`config.mk`:
```
export PLATFORM = sky130hd
export DESIGN_NAME = osc_meas_sched
export DESIGN_NICKNAME = d
export VERILOG_FILES = /design/src/rtl/osc_pkg.sv /design/src/rtl/osc_meas_sched_if.sv /design/src/rtl/osc_sched_timer.sv /design/src/rtl/osc_meas_sched.sv
export SDC_FILE = /design/constraint.sdc
export NUM_CORES = 1
export LEC_CHECK = 0
export BUFFER_PORTS_ARGS = -buffer_cell sky130_fd_sc_hd__buf_2
export CAP_MARGIN = 20
export CELL_PAD_IN_SITES_DETAIL_PLACEMENT = 1
export CELL_PAD_IN_SITES_GLOBAL_PLACEMENT = 2
export CORE_MARGIN = 2
export CORE_UTILIZATION = 37
export CTS_CLUSTER_SIZE = 10
export DETAILED_ROUTE_END_ITERATION = 7
export PLACE_DENSITY_LB_ADDON = 0.05
export SKIP_LAST_GASP = 1
export SLEW_MARGIN = 30
export SYNTH_ARGS = -nofsm -noshare
export SYNTH_HDL_FRONTEND = slang
export SYNTH_SLANG_ARGS = --single-unit
export TNS_END_PERCENT = 50
```
`constraint.sdc`:
```
create_clock -name ref_clk_buf -period 2.4 [get_ports ref_clk_buf]
set_input_delay 0 -clock ref_clk_buf [delete_from_list [all_inputs] [get_ports ref_clk_buf]]
set_output_delay 0 -clock ref_clk_buf [all_outputs]
set_load 0.01 [all_outputs]
```
`src/rtl/osc_pkg.sv`:
```
// Shared types and default timing constants for the oscillator measurement scheduler.
package osc_pkg;

    typedef enum logic [2:0] {
        IDLE  = 3'd0,
        CLEAR = 3'd1,
        GATE  = 3'd2,
        LATCH = 3'd3,
        SEND  = 3'd4
    } state_t;

    localparam int unsigned REF_CLK_DEF     = 10_000_000;
    localparam int unsigned STP_SMPL_DEF    = 600;
    localparam int unsigned ACK_TIMEOUT_DEF = 1024;

endpackage

```
`src/rtl/osc_meas_sched_if.sv`:
```
// Control bus between the scheduler FSM (master) and its shared window/timeout counter (slave).
interface osc_meas_sched_if;

    logic        load;
    logic        en;
    logic [31:0] limit;
    logic        tc;

    modport master (output load, output en, output limit, input tc);
    modport slave  (input load, input en, input limit, output tc);

endinterface

```
`src/rtl/osc_sched_timer.sv`:
```
// 32-bit counter, cleared by load, advanced by en; tc flags count == limit.
module osc_sched_timer (
    input  logic               clk,
    input  logic               rst,
    osc_meas_sched_if.slave    tmr
);

    logic [31:0] cnt_q;
    logic [31:0] cnt_d;

    // Next count: load clears, enable increments, otherwise hold.
    always_comb begin
        cnt_d = cnt_q;
        if (tmr.load) begin
            cnt_d = '0;
        end else if (tmr.en) begin
            cnt_d = cnt_q + 32'd1;
        end
    end

    // Count register with asynchronous clear.
    always_ff @(posedge clk or posedge rst) begin
        if (rst) begin
            cnt_q <= '0;
        end else begin
            cnt_q <= cnt_d;
        end
    end

    assign tmr.tc = (cnt_q == tmr.limit);

endmodule

```
`src/rtl/osc_meas_sched.sv`:
```
// Measurement window scheduler: clear, gate, latch counters, then hand a frame to the UART.
module osc_meas_sched
    import osc_pkg::*;
#(
    parameter int unsigned REF_CLK     = REF_CLK_DEF,
    parameter int unsigned NUM_CH      = 3,
    parameter int unsigned STP_SMPL    = STP_SMPL_DEF,
    parameter int unsigned ACK_TIMEOUT = ACK_TIMEOUT_DEF
) (
    input  logic                              ref_clk_buf,
    input  logic                              rst,
    input  logic [NUM_CH-1:0]                 latch_ack_i,
    input  logic                              tx_busy_i,
    output logic                              osc_rst_o,
    output logic                              osc_halt_o,
    output logic                              latch_req_o,
    output logic                              sens_start_o,
    output logic                              tx_start_o,
    output logic                              frame_halt_o,
    output logic [NUM_CH-1:0]                 ch_err_o,
    output logic [$clog2(STP_SMPL+1)-1:0]     win_cnt_o
);

    localparam int unsigned WCW = $clog2(STP_SMPL + 1);

    state_t            state_q, state_d;
    logic [NUM_CH-1:0] ack_q, ack_d;
    logic [NUM_CH-1:0] ch_err_q, ch_err_d;
    logic [WCW-1:0]    win_cnt_q, win_cnt_d;
    logic              frame_halt_q, frame_halt_d;

    logic [NUM_CH-1:0] ack_seen;
    logic              halt_win;

    osc_meas_sched_if tmr_bus ();

    // One counter serves both the gate window and the latch timeout: the two never overlap.
    osc_sched_timer u_timer (
        .clk (ref_clk_buf),
        .rst (rst),
        .tmr (tmr_bus)
    );

    assign halt_win = (win_cnt_q == '0);
    assign ack_seen = ack_q | latch_ack_i;

    // Next-state, strobes and timer control for the window sequence.
    always_comb begin
        state_d        = state_q;
        ack_d          = ack_q;
        ch_err_d       = ch_err_q;
        win_cnt_d      = win_cnt_q;
        frame_halt_d   = frame_halt_q;
        tmr_bus.load   = 1'b0;
        tmr_bus.en     = 1'b0;
        tmr_bus.limit  = '0;
        osc_rst_o      = 1'b0;
        sens_start_o   = 1'b0;
        latch_req_o    = 1'b0;
        tx_start_o     = 1'b0;
        unique case (state_q)
            IDLE: begin
                state_d = CLEAR;
            end
            CLEAR: begin
                osc_rst_o    = 1'b1;
                sens_start_o = 1'b1;
                tmr_bus.load = 1'b1;
                ack_d        = '0;
                state_d      = GATE;
            end
            GATE: begin
                tmr_bus.en    = 1'b1;
                tmr_bus.limit = 32'(REF_CLK - 1);
                if (tmr_bus.tc) begin
                    // Reclear so the latch timeout starts from zero on LATCH entry.
                    tmr_bus.load = 1'b1;
                    state_d      = halt_win ? SEND : LATCH;
                end
            end
            LATCH: begin
                latch_req_o   = 1'b1;
                tmr_bus.en    = 1'b1;
                tmr_bus.limit = 32'(ACK_TIMEOUT - 1);
                ack_d         = ack_seen;
                // Same-cycle ack completion takes precedence over the timeout.
                if ((&ack_seen) || tmr_bus.tc) begin
                    ch_err_d = ~ack_seen;
                    state_d  = SEND;
                end
            end
            SEND: begin
                if (!tx_busy_i) begin
                    tx_start_o   = 1'b1;
                    frame_halt_d = halt_win;
                    win_cnt_d    = (win_cnt_q == WCW'(STP_SMPL - 1)) ? '0 : win_cnt_q + WCW'(1);
                    state_d      = CLEAR;
                end
            end
            default: begin
                state_d = IDLE;
            end
        endcase
    end

    // State and window bookkeeping registers with asynchronous reset.
    always_ff @(posedge ref_clk_buf or posedge rst) begin
        if (rst) begin
            state_q      <= IDLE;
            ack_q        <= '0;
            ch_err_q     <= '0;
            win_cnt_q    <= '0;
            frame_halt_q <= 1'b0;
        end else begin
            state_q      <= state_d;
            ack_q        <= ack_d;
            ch_err_q     <= ch_err_d;
            win_cnt_q    <= win_cnt_d;
            frame_halt_q <= frame_halt_d;
        end
    end

    assign osc_halt_o   = (state_q != IDLE) && halt_win;
    assign frame_halt_o = (state_q == SEND) ? halt_win : frame_halt_q;
    assign ch_err_o     = ch_err_q;
    assign win_cnt_o    = win_cnt_q;

endmodule
```
==> run metrics <==
run status complete, no violations; met3 Use GR 2.84%; setup TNS 0 ns; Final #Nets 344; Rows 31; Crit. End Element flip-flop; Top Usage Layer GRT met2; Peak VDD IR 369 uV; crit path DAT 2.39 ns; die area 8200 sq um; gr usage total 17.0%; post-DR vias/cell 5.16; Worst Path Required 2.60 ns; Port Buffers 24; drt first-iter violations 76; Least-Margin Pin Slew 0.711 ns; number of global-route vias before repair 2,203; Synth Cell Area 2770 sq um; fin. max-slew vios 0; Worst-Skew Late Latency 0.31 ns; Max Clock Skew 0.0109 ns; Yosys warning total 0; Layout area overhead 16.1%; met1 GRT Util 25.2%; clk root buf clkbuf_8; TritonRoute pass-1 iters 4; part of the power in combinational logic 33.1%; Worst Hold Class in -> reg; Max Cap Viol 0; Synth area leaders dfrtp_1 47%, xor2_1 7.9%, nor2_1 6.5%, xnor2_1 3.8%, nand2_1 3.3%; Slew headroom 52.5%; sequential cell area fraction in the yosys report 47.0%; overall via count from detail_route 2,245; synthesized flop and latch total 52; final hold violations 0; clock power share 24.3%; Worst Setup Start Kind flip-flop; Multi-input gate area 1350 sq um; Switch Pwr 0.000939 W; Post-DRT Antenna Nets 0; Inserted Diodes 0; biggest area consumer among synthesized cells dfrtp_1; fin crit share 91.4%; post-detail-place hpwl 4730 um; Power Density 823 nW/um^2; H-tree lvl count 2; CTS Sinks 52; RSZ-0062 raised after global routing false; fin crit period 2.19 ns; Cells after Synth 294; Reg area 1300 sq um; share of the synthesized area in the top cell type 47.0%; asr flop ratio synth 100%; Leakage 1.52 nW; Crit Path Category reg -> reg; # resized after CTS 0; Switching Share 35.5%; CTS tree yes; total gr overflow 0; top-count cell post-synth dfrtp_1; largest net degree at the start of global routing 34; Clock Path Buffers 2; Avg WL per Cell 15.0 um; initial antenna violation count 0; filler instances 887; Worst-path clk slew 0.10 ns; Starting Density 38.2%; CORE AREA 7250 sq um; Pint 0.00171 W; routed wire length 6550 um; first-pass GRT wire length 11,300 um; GR Util met2 25.5%; # IOs 25; chip width 90.5 um; GP Congestion 0.745; Final setup viols 0; Pwr Total 0.00265 W; sequential power share 42.6%; Syn Area/Cell 9.43 sq um; commonest cells in the synthesized netlist 52 x dfrtp_1, 48 x nor2_1, 25 x xor2_1; CTS Buf Count 5; distinct cell type count after synthesis 44; Worst Path Max Fanout 9; die height 90.5 um; layout cells sized above 1 17.6%; Post-synth EDFFs 0; Synth Flop Type dfrtp_1; Fmax 456 MHz; Setup Fix Bufs, Post-CTS 0; Post-Syn Nets 303; DRC 0
==> cells by family (layout without fill, tap and decap cells) <==
logic type,count (synthesis),count (layout),share of synthesized area [%]
DFF,52,52,47.0
and+or+nand+nor,148,148,27.3
adders and majority gates,3,3,1.35
xor gates and xnor gates,37,37,11.7
AOI/OAI and AO/OA,34,34,8.31
buffers and inverters,20,62,4.38
==> repair_timing <==
action | 4_1_cts | 5_1_grt
setup endpoints to repair | 0 | 0
hold endpoints to repair | 34 | 0
hold buffers | 4 | 0
==> metrics by stage <==
step | util, % | worst slack (ns) | hold WS [ns] | instance area (sq um) | cells
3_5_place_dp | 42.1 | 0.190 | 0.156 | 3060 | 423
6_report | 44.4 | 0.207 | 0.0914 | 3220 | 435
5_1_grt | 44.4 | 0.0186 | 0.120 | 3220 | 435
2_1_floorplan | - | 0.280 | 0.147 | 2770 | 294
3_3_place_gp | 42.1 | 0.238 | 0.155 | 3060 | 423
4_1_cts | 44.4 | 0.167 | 0.0967 | 3220 | 435
==> worst max-delay path, cell delays in order, from the launching register on <==
cell,delay (ns)
dfrtp_1,0.45
nand4_1,0.15
or4_1,0.52
a211o_1,0.31
a21oi_2,0.17
buf_4,0.19
o21ai_2,0.08
a32o_1,0.22
==> sequential cells by signal, indices dropped and copies added, names as in the netlist <==
name and count:
u_timer.cnt_q 32, win_cnt_o 10, ack_q 3, ch_err_o 3, state_q 3, frame_halt_q 1
==> layer usage <==
metal / vias up / wire length (um)
met5: - / 0
met4: 0 / 61
met3: 5 / 131
met2: 16 / 2880
met1: 1117 / 3470
li1: 1107 / -
==> worst paths after layout <==
kind,from,depth (start not counted),endpoint,slack (ns)
worst max-delay path,u_timer.cnt_q[3],7,ch_err_o[1],0.21
worst min register to register,ch_err_o[2],1,ch_err_o[2],0.49
worst min-delay path,tx_busy_i,3,state_q[2],0.09
max in group asynchronous,rst,4,u_timer.cnt_q[9],1.42
min in group asynchronous,rst,3,win_cnt_o[9],0.35
worst max register to register,u_timer.cnt_q[3],7,ch_err_o[1],0.21
==> cell type report <==
class                           instances  share of cell area [%]
Clock buffer                            6                    2.57
Clock inverter                          2                    1.21
Inverter                                9                    1.05
Multi-Input combinational cell        222                    41.9
Sequential cell                        52                    40.5
Tap cell                               99                    3.85
Timing Repair Buffer                   45                    8.95
==> power groups by stage <==
stage | Sequential, W | Combinational (W) | Clock (W)
after global routing | 0.00115 | 0.000999 | 0.000698
after floorplan | 0.00113 | 0.000628 | 0
after detailed placement | 0.00115 | 0.000890 | 0
after CTS | 0.00113 | 0.000897 | 0.000671
after global placement | 0.00114 | 0.000880 | 0
final | 0.00113 | 0.000876 | 0.000643
==> placed cells by master (no fill, tap or decap), drive strengths merged, types with 2 or more instances in the layout <==
cell type	n
nand2	24
and4	4
dlygate4sd3	4
nor2	48
nand2b	5
nor4	9
clkbuf	6
a21oi	8
inv	9
xnor2	12
ha	3
nor2b	3
or4	2
nand4	14
xor2	25
a32o	4
nand3	15
o21bai	2
dfrtp	52
a31oi	2
buf	41
o21ai	12
nor3	9
and3	7
Power figures use the tool's default switching activity.
